**config.mk**
```make
export PLATFORM = sky130hd
export DESIGN_NAME = adder_pipe
export DESIGN_NICKNAME = d
export VERILOG_FILES = /design/src/rtl/adder_pipe_pkg.sv /design/src/rtl/adder_pipe_chunk.sv /design/src/rtl/adder_pipe.sv
export SDC_FILE = /design/constraint.sdc
export NUM_CORES = 1
export LEC_CHECK = 0
export ABC_AREA = 1
export CAP_MARGIN = 20
export CELL_PAD_IN_SITES_DETAIL_PLACEMENT = 1
export CELL_PAD_IN_SITES_GLOBAL_PLACEMENT = 1
export CORE_MARGIN = 1.5
export CORE_UTILIZATION = 47
export DETAILED_ROUTE_END_ITERATION = 12
export DONT_BUFFER_PORTS = 1
export GPL_TIMING_DRIVEN = 0
export PLACE_DENSITY_LB_ADDON = 0.1
export SLEW_MARGIN = 20
export SYNTH_ARGS = -nofsm -noshare
export SYNTH_HDL_FRONTEND = slang
export SYNTH_HIERARCHICAL = 1
export SYNTH_SLANG_ARGS = --single-unit
```
**constraint.sdc**
```tcl
create_clock -name clk -period 1.7 [get_ports clk]
set_input_delay 0.34 -clock clk [delete_from_list [all_inputs] [get_ports clk]]
set_output_delay 0.34 -clock clk [all_outputs]
set_load 0.01 [all_outputs]
```
**src/rtl/adder_pipe_pkg.sv**
```systemverilog
// Shared types for adder_pipe: chunk sizing and the per-stage pipeline register.
// Sign-bit fields exist only when ADDER_PIPE_OVF_EN is defined.
package adder_pipe_pkg;

  // Upper bound on WIDTH; stage registers are sized to this and trimmed by synthesis.
  localparam int unsigned MaxWidth = 64;

  function automatic int unsigned chunk_width(input int unsigned width,
                                              input int unsigned stages);
    return (stages == 0) ? 0 : width / stages;
  endfunction

  typedef struct packed {
    logic                valid;
    logic                carry;
    logic [MaxWidth-1:0] sum;   // chunks resolved so far
    logic [MaxWidth-1:0] op_a;  // operand bits not yet consumed
    logic [MaxWidth-1:0] op_b;
`ifdef ADDER_PIPE_OVF_EN
    logic                sign_a;
    logic                sign_b;
`endif
  } stage_t;

  localparam stage_t StageRst = '0;

endpackage

```
**src/rtl/adder_pipe_chunk.sv**
```systemverilog
// adder_chunk: combinational Width-bit adder with carry-in and carry-out.
module adder_chunk #(
  parameter int unsigned Width = 4
) (
  input  logic [Width-1:0] i_a,
  input  logic [Width-1:0] i_b,
  input  logic             i_cin,
  output logic [Width-1:0] o_sum,
  output logic             o_cout
);

  assign {o_cout, o_sum} = {1'b0, i_a} + {1'b0, i_b} + {{Width{1'b0}}, i_cin};

endmodule

```
**src/rtl/adder_pipe.sv**
```systemverilog
// adder_pipe: WIDTH-bit adder resolved one carry chunk per stage over STAGES registered stages,
// valid/ready on both sides. Define ADDER_PIPE_OVF_EN to add the signed-overflow output out_ovf.
module adder_pipe
  import adder_pipe_pkg::*;
#(
  parameter int unsigned WIDTH  = 16,
  parameter int unsigned STAGES = 4
) (
  input  logic             clk,
  input  logic             rst_n,
  input  logic             in_valid,
  output logic             in_ready,
  input  logic [WIDTH-1:0] in_a,
  input  logic [WIDTH-1:0] in_b,
  input  logic             in_cin,
  output logic             out_valid,
  input  logic             out_ready,
  output logic [WIDTH-1:0] out_sum,
  output logic             out_cout
`ifdef ADDER_PIPE_OVF_EN
  ,
  output logic             out_ovf
`endif
);

  localparam int unsigned Chunk = chunk_width(WIDTH, STAGES);

  if (STAGES < 1 || (WIDTH % STAGES) != 0 || WIDTH > MaxWidth) begin : g_param_check
    $error("adder_pipe: WIDTH must be a multiple of STAGES (STAGES >= 1, WIDTH <= MaxWidth)");
  end

  stage_t w_src   [STAGES];
  stage_t w_next  [STAGES];
  stage_t r_stage [STAGES];
  logic   w_en;

  // The whole pipe moves in lockstep; only a stalled valid result can block it.
  assign w_en     = !out_valid || out_ready;
  assign in_ready = w_en;

  for (genvar k = 0; k < STAGES; k++) begin : g_stage
    logic [Chunk-1:0] w_chunk_sum;
    logic             w_chunk_cout;

    if (k == 0) begin : g_head
      always_comb begin
        w_src[k]                 = StageRst;
        w_src[k].valid           = in_valid;
        w_src[k].carry           = in_cin;
        w_src[k].op_a[WIDTH-1:0] = in_a;
        w_src[k].op_b[WIDTH-1:0] = in_b;
`ifdef ADDER_PIPE_OVF_EN
        w_src[k].sign_a          = in_a[WIDTH-1];
        w_src[k].sign_b          = in_b[WIDTH-1];
`endif
      end
    end else begin : g_body
      always_comb begin
        w_src[k] = r_stage[k-1];
      end
    end

    adder_chunk #(
      .Width (Chunk)
    ) u_chunk (
      .i_a    (w_src[k].op_a[k*Chunk +: Chunk]),
      .i_b    (w_src[k].op_b[k*Chunk +: Chunk]),
      .i_cin  (w_src[k].carry),
      .o_sum  (w_chunk_sum),
      .o_cout (w_chunk_cout)
    );

    // Consumed operand chunks are cleared so dead bits do not ripple down the pipe.
    always_comb begin
      w_next[k]                        = w_src[k];
      w_next[k].carry                  = w_chunk_cout;
      w_next[k].sum[k*Chunk +: Chunk]  = w_chunk_sum;
      w_next[k].op_a[k*Chunk +: Chunk] = '0;
      w_next[k].op_b[k*Chunk +: Chunk] = '0;
    end

    always_ff @(posedge clk or negedge rst_n) begin
      if (!rst_n) begin
        r_stage[k] <= StageRst;
      end else if (w_en) begin
        r_stage[k] <= w_next[k];
      end
    end
  end

  assign out_valid = r_stage[STAGES-1].valid;
  assign out_sum   = r_stage[STAGES-1].sum[WIDTH-1:0];
  assign out_cout  = r_stage[STAGES-1].carry;

`ifdef ADDER_PIPE_OVF_EN
  assign out_ovf = (r_stage[STAGES-1].sign_a == r_stage[STAGES-1].sign_b) &&
                   (r_stage[STAGES-1].sum[WIDTH-1] != r_stage[STAGES-1].sign_a);
`endif

  logic unused_tail;
  assign unused_tail = ^{r_stage[STAGES-1].op_a, r_stage[STAGES-1].op_b,
                         r_stage[STAGES-1].sum};

endmodule

```
==> flow_summary.toml, run 1 <==
[die]
start_util = 0.489
fp-row-count = 35
fp.coreArea_sq_um = 9330
die_x_um = 102
die_area_sq_um = 10300
die_h_um = 102
ios = 56

[synth]
yosysWarnings = 6
synth_cell_type_count = 17
yosys.area.top_type = "dfrtp_1"
syn_area_per_cell_sq_um = 8.64
ys_seq_area_frac = 0.526
synthTopCellsByArea = "dfrtp_1, nand2_1, nand3_1, buf_4, fa_1"
yosysTopAreaCellShare = 0.526
synthesis.area_sq_um = 4560
syn_nets = 585
ys_ff_latch = 96
netlist_instances = 528

[route]
antenna_left = 0
vias = 3418
vias_per_cell = 5.08
routed.top_layer = "met4"
wirelength_um = 10200
met3_length_um = 417
drt_iter0_drc = 151
drc = 0
m1WireLength_um = 4680
drtPass1Iterations = 5
route.met2.wl_um = 4890
wire_per_inst_um = 15.1

[final_layout]
synthToLayoutAreaGrowth_pct = 8.00
final_util = 0.529
layout_common_cells = "nand2_1, nand3_1, dfrtp_1"
nets = 596
regArea_sq_um = 2400
multi_input_area_sq_um = 1750
diodes = 0
n_fill_cell = 1157
final_common_cell = "nand2_1"
drive_above_1_share = 0.112

[min_path]
hp-class = "input port to asynchronous set/reset pin"

[sta]
slew_violations = 0
max_clock_freq_mhz = 618
rsz0062_at_grt = "no"
fin_crit_ns = 1.62
period_share = 0.952
finClkSkew_ns = 0.00877
hold_viol_final = 96
tightest_slew_ns = 0.506
setup_tns_ns = 0
max_slew_margin = 0.663
whs_ns = -0.328
setup_viol = 0

[setup_path]
critPathKind = "flip-flop to output pin"
slowest_delay_ns = 0.43
crit_path_end_kind = "output pin"
critPathSlowestCell = "dfrtp_1"
crit_chain = "buf_4 > nand2_4 > buf_4"
crit_required_ns = 1.36
crit_top_cell = "buf_4"
critPathMaxFanout = 10
cp.arrival_ns = 1.28
start_kind = "flip-flop"

[clock_network]
numClockSinks = 96
h-tree-depth = 3
clk_pin_slew_ns = 0.09
cts_setup_buffers = 0
cts-buffers-inserted = 9
clockBufferDepth = 2
clock_latency_ns = 0.35
cts_root_buf = "clkbuf_8"
cts_tree = "built"

[place]
place_congestion = 0.802
dp_hpwl_um = 7250
io_buffers = 0

[global_routing]
grt_max_degree = 97
grt_pass1_vias = 3569
antenna_found_initial = 0
grt-ovfl-total = 0
grt.total_usage = 0.217
grt_pass1_wl_um = 17400

[outcome]
status = "complete, but fails checks"
failed_checks = "negative hold slack"

[pwr]
power_density_nw_per_um2 = 1840
peakVddDrop_mv = 0.728
leakage_nw = 2.67

[job]
maxCapViolCount = 0
## path summary, 6_finish.rpt
kind | start | end | slack [ns] | depth (start not counted)
worst max-delay path | out_valid | in_ready | 0.08 | 3
worst min-delay path | rst_n | out_sum[8] | -0.33 | 0
worst max register to register | r_stage[650] | r_stage[521] | 0.09 | 6
worst min register to register | r_stage[594] | r_stage[400] | 0.47 | 2
max in group asynchronous | rst_n | r_stage[589] | 1.91 | 0
min in group clk | in_a[9] | r_stage[655] | 0.09 | 2
## synth_stat cells
| master | number |
|---|---|
| nand2_1 | 210 |
| nand3_1 | 106 |
| dfrtp_1 | 96 |
| inv_1 | 28 |
| buf_4 | 27 |
| buf_2 | 16 |
| ha_1 | 12 |
| fa_1 | 8 |
| a21oi_1 | 7 |
| o21ai_0 | 4 |
| xnor2_1 | 4 |
| clkbuf_1 | 3 |
| nor2_1 | 3 |
| buf_6 | 1 |
| inv_2 | 1 |
| nand2_4 | 1 |
| nand4_1 | 1 |
## through the flow
step / setup WS (ns) / hold WS (ns) / power, mW / area, sq um / std cells
2_1_floorplan: 0.197 / 0.0444 / 6.65 / 4560 / 528
3_3_place_gp: 0.122 / 0.0470 / 7.41 / 4730 / 657
3_5_place_dp: 0.116 / 0.0478 / 7.60 / 4730 / 657
4_1_cts: 0.0495 / -0.345 / 9.16 / 4930 / 673
5_1_grt: 0.00738 / -0.352 / 9.88 / 4930 / 673
6_report: 0.0812 / -0.328 / 9.06 / 4930 / 673
## layer usage
| metal | global-route usage | up-vias |
|---|---|---|
| li1 | - | 1688 |
| met1 | 0.297 | 1649 |
| met2 | 0.354 | 67 |
| met3 | 0.0380 | 14 |
| met4 | 0.0705 | 0 |
| met5 | 0 | - |
## final cells by class
class                   count  share of cell area
flip-flops and latches     96               0.487
multi-input cells         356               0.355
plain buffers              47              0.0624
well taps                 129              0.0327
clock buffers              12              0.0294
inverters                  29              0.0221
clock inverters             4              0.0109
## cell families (layout without fill, tap and decap cells)
| family | after synthesis | after routing | share of synthesized area |
|---|---|---|---|
| buffers and inverters | 76 | 92 | 0.0907 |
| AO/OA/AOI/OAI | 11 | 11 | 0.0121 |
| flip-flops | 96 | 96 | 0.526 |
| XOR/XNOR | 4 | 4 | 0.00767 |
| AND/OR/NAND/NOR | 321 | 321 | 0.295 |
| adder cells (fa/ha/maj) | 20 | 20 | 0.0680 |
## power breakdown
part	internal [mW]	leakage, nW	switching (mW)
Clock	0.726	0.0928	0.795
Sequential	3.26	1.17	0.620
Combinational	1.50	1.40	2.17
Total	5.48	2.67	3.58
## flip-flops by register name (all words and copies together) (netlist names)
signal	count
r_stage	78
out_sum	16
out_cout	1
out_valid	1
## worst max-delay path: cells and delay by family, from the launching register on
family | cells | cell delay, ns
flip-flops | 1 | 0.43
buffers and inverters | 2 | 0.39
AND/OR/NAND/NOR | 1 | 0.11
## timing repair
item,CTS,global route
hold endpoints to repair,96,96
gates resized for setup,1,1
endpoints found under the setup margin,1,1
No activity file was read; power rests on OpenSTA's default activity.
==> run 2, diff against run 1 <==
--- a/config.mk
+++ b/config.mk
@@ -13,7 +13,6 @@
 export CORE_UTILIZATION = 47
 export DETAILED_ROUTE_END_ITERATION = 12
 export DONT_BUFFER_PORTS = 1
-export GPL_TIMING_DRIVEN = 0
 export PLACE_DENSITY_LB_ADDON = 0.1
 export SLEW_MARGIN = 20
 export SYNTH_ARGS = -nofsm -noshare
==> run 2 against run 1 <==
The flow still finishes with violations (negative hold slack); final area decreased by 3.7%; die area unchanged; global-route usage decreased by 2.0 points; clock power increased by 4%; first-iteration DRC count increased by 6.6%; critical path type is now flip-flop to flip-flop; cell count decreased by 5.9%; utilization decreased by 2.0 points; total power decreased by 3.7%; combinational power decreased by 14%.
==> flow_summary.toml, run 2 (same netlist as run 1, synthesis figures left out) <==
[final_layout]
synthToLayoutAreaGrowth_pct = 4.00
regMostFlops = "r_stage"
largest_reg_flops = 78
layout_common_cells = "nand2_1, nand3_1, dfrtp_1"
n_fill_cell = 1112
nets = 556
drive_above_1_share = 0.0556
final_common_cell = "nand2_1"
final_util = 0.509
diodes = 0

[die]
start_util = 0.489
die_h_um = 102
fp-row-count = 35
fp.coreArea_sq_um = 9330
ios = 56
die_x_um = 102
die_area_sq_um = 10300

[setup_path]
cp.arrival_ns = 1.90
crit_path_end_kind = "flip-flop"
critPathKind = "flip-flop to flip-flop"
crit_required_ns = 1.99
r2r_cells = 6
start_kind = "flip-flop"
critPathMaxFanout = 2

[outcome]
status = "complete, but fails checks"
failed_checks = "negative hold slack"

[route]
wire_per_inst_um = 14.8
wirelength_um = 9370
routed.top_layer = "met4"
met3_length_um = 232
antenna_left = 0
drtPass1Iterations = 4
drc = 0
vias_per_cell = 5.10
route.met2.wl_um = 4130
drt_iter0_drc = 161
m1WireLength_um = 4860
vias = 3226

[pwr]
leakage_nw = 2.53
fin_total_pwr_mw = 8.73
power_density_nw_per_um2 = 1840
peakVddDrop_mv = 0.612

[clock_network]
cts_root_buf = "clkbuf_8"
cts_setup_buffers = 0
h-tree-depth = 3
clock_latency_ns = 0.36
clk_pin_slew_ns = 0.10
cts-buffers-inserted = 9
cts_tree = "built"
numClockSinks = 96
clockBufferDepth = 2

[place]
place_congestion = 0.800
io_buffers = 0
dp_hpwl_um = 5800

[global_routing]
grt_pass1_vias = 3341
grt-ovfl-total = 0
grt.total_usage = 0.197
grt_pass1_wl_um = 16000
antenna_found_initial = 0
grt_max_degree = 97

[sta]
tightest_slew_ns = 0.381
whs_ns = -0.339
hold_viol_final = 96
rsz0062_at_grt = "no"
max_slew_margin = 0.746
fin_crit_ns = 1.61
slew_violations = 0
setup_viol = 0
max_clock_freq_mhz = 622
period_share = 0.946
finClkSkew_ns = 0.0135
setup_tns_ns = 0

[min_path]
hp-class = "input port to asynchronous set/reset pin"

[job]
maxCapViolCount = 0
==> run 2: routing by layer <==
layer / vias to the layer above / global-route usage
met3: 15 / 0.0276
met2: 53 / 0.292
li1: 1597 / -
met4: 0 / 0.0823
met1: 1561 / 0.292
met5: - / 0
==> run 2: worst paths after layout <==
kind | startpoint | end | slack (ns)
worst max register to register | r_stage[270] | out_sum[13] | 0.09
worst min register to register | r_stage[523] | r_stage[329] | 0.47
worst max-delay path | r_stage[270] | out_sum[13] | 0.09
min in group clk | in_b[13] | r_stage[595] | 0.09
worst min-delay path | rst_n | out_sum[9] | -0.34
max in group asynchronous | rst_n | r_stage[586] | 1.91
==> run 2: power by group <==
part / internal, mW / switching [mW]
Sequential: 3.27 / 0.725
Clock: 0.772 / 0.813
Combinational: 1.21 / 1.94
Total: 5.25 / 3.48
==> run 2: per-stage QoR <==
| step | worst slack, ns | cells | area, sq um |
|---|---|---|---|
| global placement | 0.147 | 617 | 4530 |
| detailed placement | 0.0813 | 617 | 4530 |
| floorplan | 0.197 | 528 | 4560 |
| finish | 0.0912 | 633 | 4750 |
| global route | 0.00541 | 633 | 4750 |
| CTS | 0.0449 | 633 | 4740 |
==> run 2: area by class of cell <==
cell class | instances | area [sq um] | area share
tap | 129 | 161 | 0.0340
multi-input combinational | 356 | 1750 | 0.369
clock buffer | 11 | 151 | 0.0319
inverter | 29 | 109 | 0.0229
clock inverter | 5 | 63.8 | 0.0134
timing repair buffer | 7 | 103 | 0.0216
sequential | 96 | 2410 | 0.507
==> run 2: repair_timing <==
item,4_1_cts,5_1_grt
hold endpoints to repair,96,96
gates resized for setup,0,2
endpoints found under the setup margin,0,2
==> run 2: critical path, cell delays in order (launching register included) <==
cell and delay [ns]:
dfrtp_1 0.41, fa_1 0.46, inv_1 0.09, fa_1 0.40, inv_1 0.07, nand2_1 0.05, nand2_1 0.06
==> run 3, diff against run 2 <==
--- a/config.mk
+++ b/config.mk
@@ -9,6 +9,7 @@
 export CAP_MARGIN = 20
 export CELL_PAD_IN_SITES_DETAIL_PLACEMENT = 1
 export CELL_PAD_IN_SITES_GLOBAL_PLACEMENT = 1
+export CORE_ASPECT_RATIO = 0.6
 export CORE_MARGIN = 1.5
 export CORE_UTILIZATION = 47
 export DETAILED_ROUTE_END_ITERATION = 12
==> run 3 against run 2 <==
The flow still finishes with violations (negative hold slack); setup slack gained 0.0047 ns; sequential share of layout area shrank 0.66 points; total power grew 4.3%; via count is essentially flat; final area grew 1.3%.
==> flow_summary.toml, run 3 (same netlist as run 1, synthesis figures left out) <==
[sta]
hold_viol_final = 96
max_clock_freq_mhz = 623
tightest_slew_ns = 0.436
slew_violations = 0
rsz0062_at_grt = "no"
period_share = 0.944
whs_ns = -0.316
max_slew_margin = 0.709
setup_viol = 0
finClkSkew_ns = 0.00682
setup_tns_ns = 0
fin_crit_ns = 1.60

[die]
fp.coreArea_sq_um = 9290
start_util = 0.491
die_x_um = 130
ios = 56
die_area_sq_um = 10300
fp-row-count = 27
die_h_um = 79.3

[final_layout]
regMostFlops = "r_stage"
layout_common_cells = "nand2_1, nand3_1, dfrtp_1"
nets = 554
drive_above_1_share = 0.0478
largest_reg_flops = 78
synthToLayoutAreaGrowth_pct = 5.37
final_util = 0.518
diodes = 0
final_common_cell = "nand2_1"

[job]
maxCapViolCount = 0

[setup_path]
critPathSlowestCell = "fa_1"
crit_required_ns = 1.98
worstSetupStartpoint = "r_stage[650]"
slowest_delay_ns = 0.47
cp.arrival_ns = 1.89
rr_startpoint = "r_stage[650]"
cp_top_family = "adder cells"
crit_chain = "fa_1 > inv_1 > fa_1 > inv_1 > nand2_1 > nand2_1"
crit_path_end_kind = "flip-flop"
critical_path_buf_inv_count = 2
critPathMaxFanout = 3
critPathKind = "flip-flop to flip-flop"
start_kind = "flip-flop"

[place]
place_congestion = 0.703
dp_hpwl_um = 6010
io_buffers = 0

[clock_network]
cts_tree = "built"
clock_latency_ns = 0.35
cts-buffers-inserted = 9
clk_pin_slew_ns = 0.07
clockBufferDepth = 2
numClockSinks = 96
cts_root_buf = "clkbuf_16"
h-tree-depth = 3
cts_setup_buffers = 0

[pwr]
seqPwrFrac = 0.439
peakVddDrop_mv = 0.632
power_frac_comb = 0.348
p_switching_mw = 3.53
clockPowerShare = 0.213
power_density_nw_per_um2 = 1890
internal_power_mw = 5.57
leakage_nw = 2.56
switching_share = 0.388
fin_total_pwr_mw = 9.10

[global_routing]
grt.total_usage = 0.209
antenna_found_initial = 0
grt_pass1_vias = 3411
grt_pass1_wl_um = 16700
grt_max_degree = 97
grt-ovfl-total = 0

[outcome]
status = "complete, but fails checks"
failed_checks = "negative hold slack"

[min_path]
hp-class = "input port to asynchronous set/reset pin"

[route]
drt_iter0_drc = 207
wirelength_um = 9670
antenna_left = 0
vias = 3229
wire_per_inst_um = 15.3
drtPass1Iterations = 4
vias_per_cell = 5.11
drc = 0
## run 3: cell types whose count changed in the layout (fill, tap and decap cells not counted), moves of 2 or more
cell and change:
clkinv_2 +3, clkinv_4 -2, clkbuf_16 +9, clkbuf_8 -8
buf_4 -2
## run 3: what timing repair did
action	4_1_cts	5_1_grt
gates resized for setup	0	2
endpoints found under the hold margin	96	96
setup endpoints to repair	0	2
## run 3: cell type report
| cell class | count | area (sq um) |
|---|---|---|
| fillers | 1102 | 4480 |
| flip-flops and latches | 96 | 2410 |
| multi-input cells | 356 | 1760 |
| clock buffers | 13 | 270 |
| well taps | 130 | 163 |
| inverters | 29 | 109 |
| repair buffers | 5 | 87.6 |
| clock inverters | 3 | 15.0 |
## run 3: through the flow
| stage | cell area [sq um] | std cells | setup slack (ns) | hold slack [ns] |
|---|---|---|---|---|
| global placement | 4510 | 616 | 0.132 | 0.0472 |
| floorplan | 4560 | 528 | 0.197 | 0.0444 |
| finish | 4810 | 632 | 0.0960 | -0.316 |
| global route | 4810 | 632 | 0.00851 | -0.333 |
| CTS | 4800 | 632 | 0.0161 | -0.331 |
| detailed placement | 4510 | 616 | 0.0423 | 0.0466 |
## run 3: worst reg2reg max path, cell delays in order (launching register included)
cell and delay (ns):
dfrtp_1 0.40, fa_1 0.48, inv_1 0.09, fa_1 0.40, inv_1 0.06, nand2_1 0.05, nand2_1 0.06
## run 3: routing by layer
layer / vias to the layer above / track usage / wire (um)
met5: - / 0 / 0
met4: 0 / 0.0611 / 113
li1: 1599 / - / -
met3: 8 / 0.0566 / 338
met2: 42 / 0.337 / 4580
met1: 1580 / 0.277 / 4630
## run 3: power by group through the flow
stage               clock network (mW)  registers (mW)  logic, mW
floorplan                            0            3.72       2.92
global placement                     0            4.00       2.99
detailed placement                   0            4.03       3.17
CTS                               2.01            4.00       3.22
global route                      2.08            4.12       3.69
finish                            1.94            4.00       3.16
## run 3: path summary, 6_finish.rpt
path | to | slack [ns] | cells past startpoint
min reg2reg | out_valid | 0.46 | 2
max | r_stage[521] | 0.1 | 6
min in group clk | r_stage[775] | 0.10 | 2
min | r_stage[655] | -0.32 | 0
max in group asynchronous | out_valid | 1.81 | 0
max reg2reg | r_stage[521] | 0.1 | 6
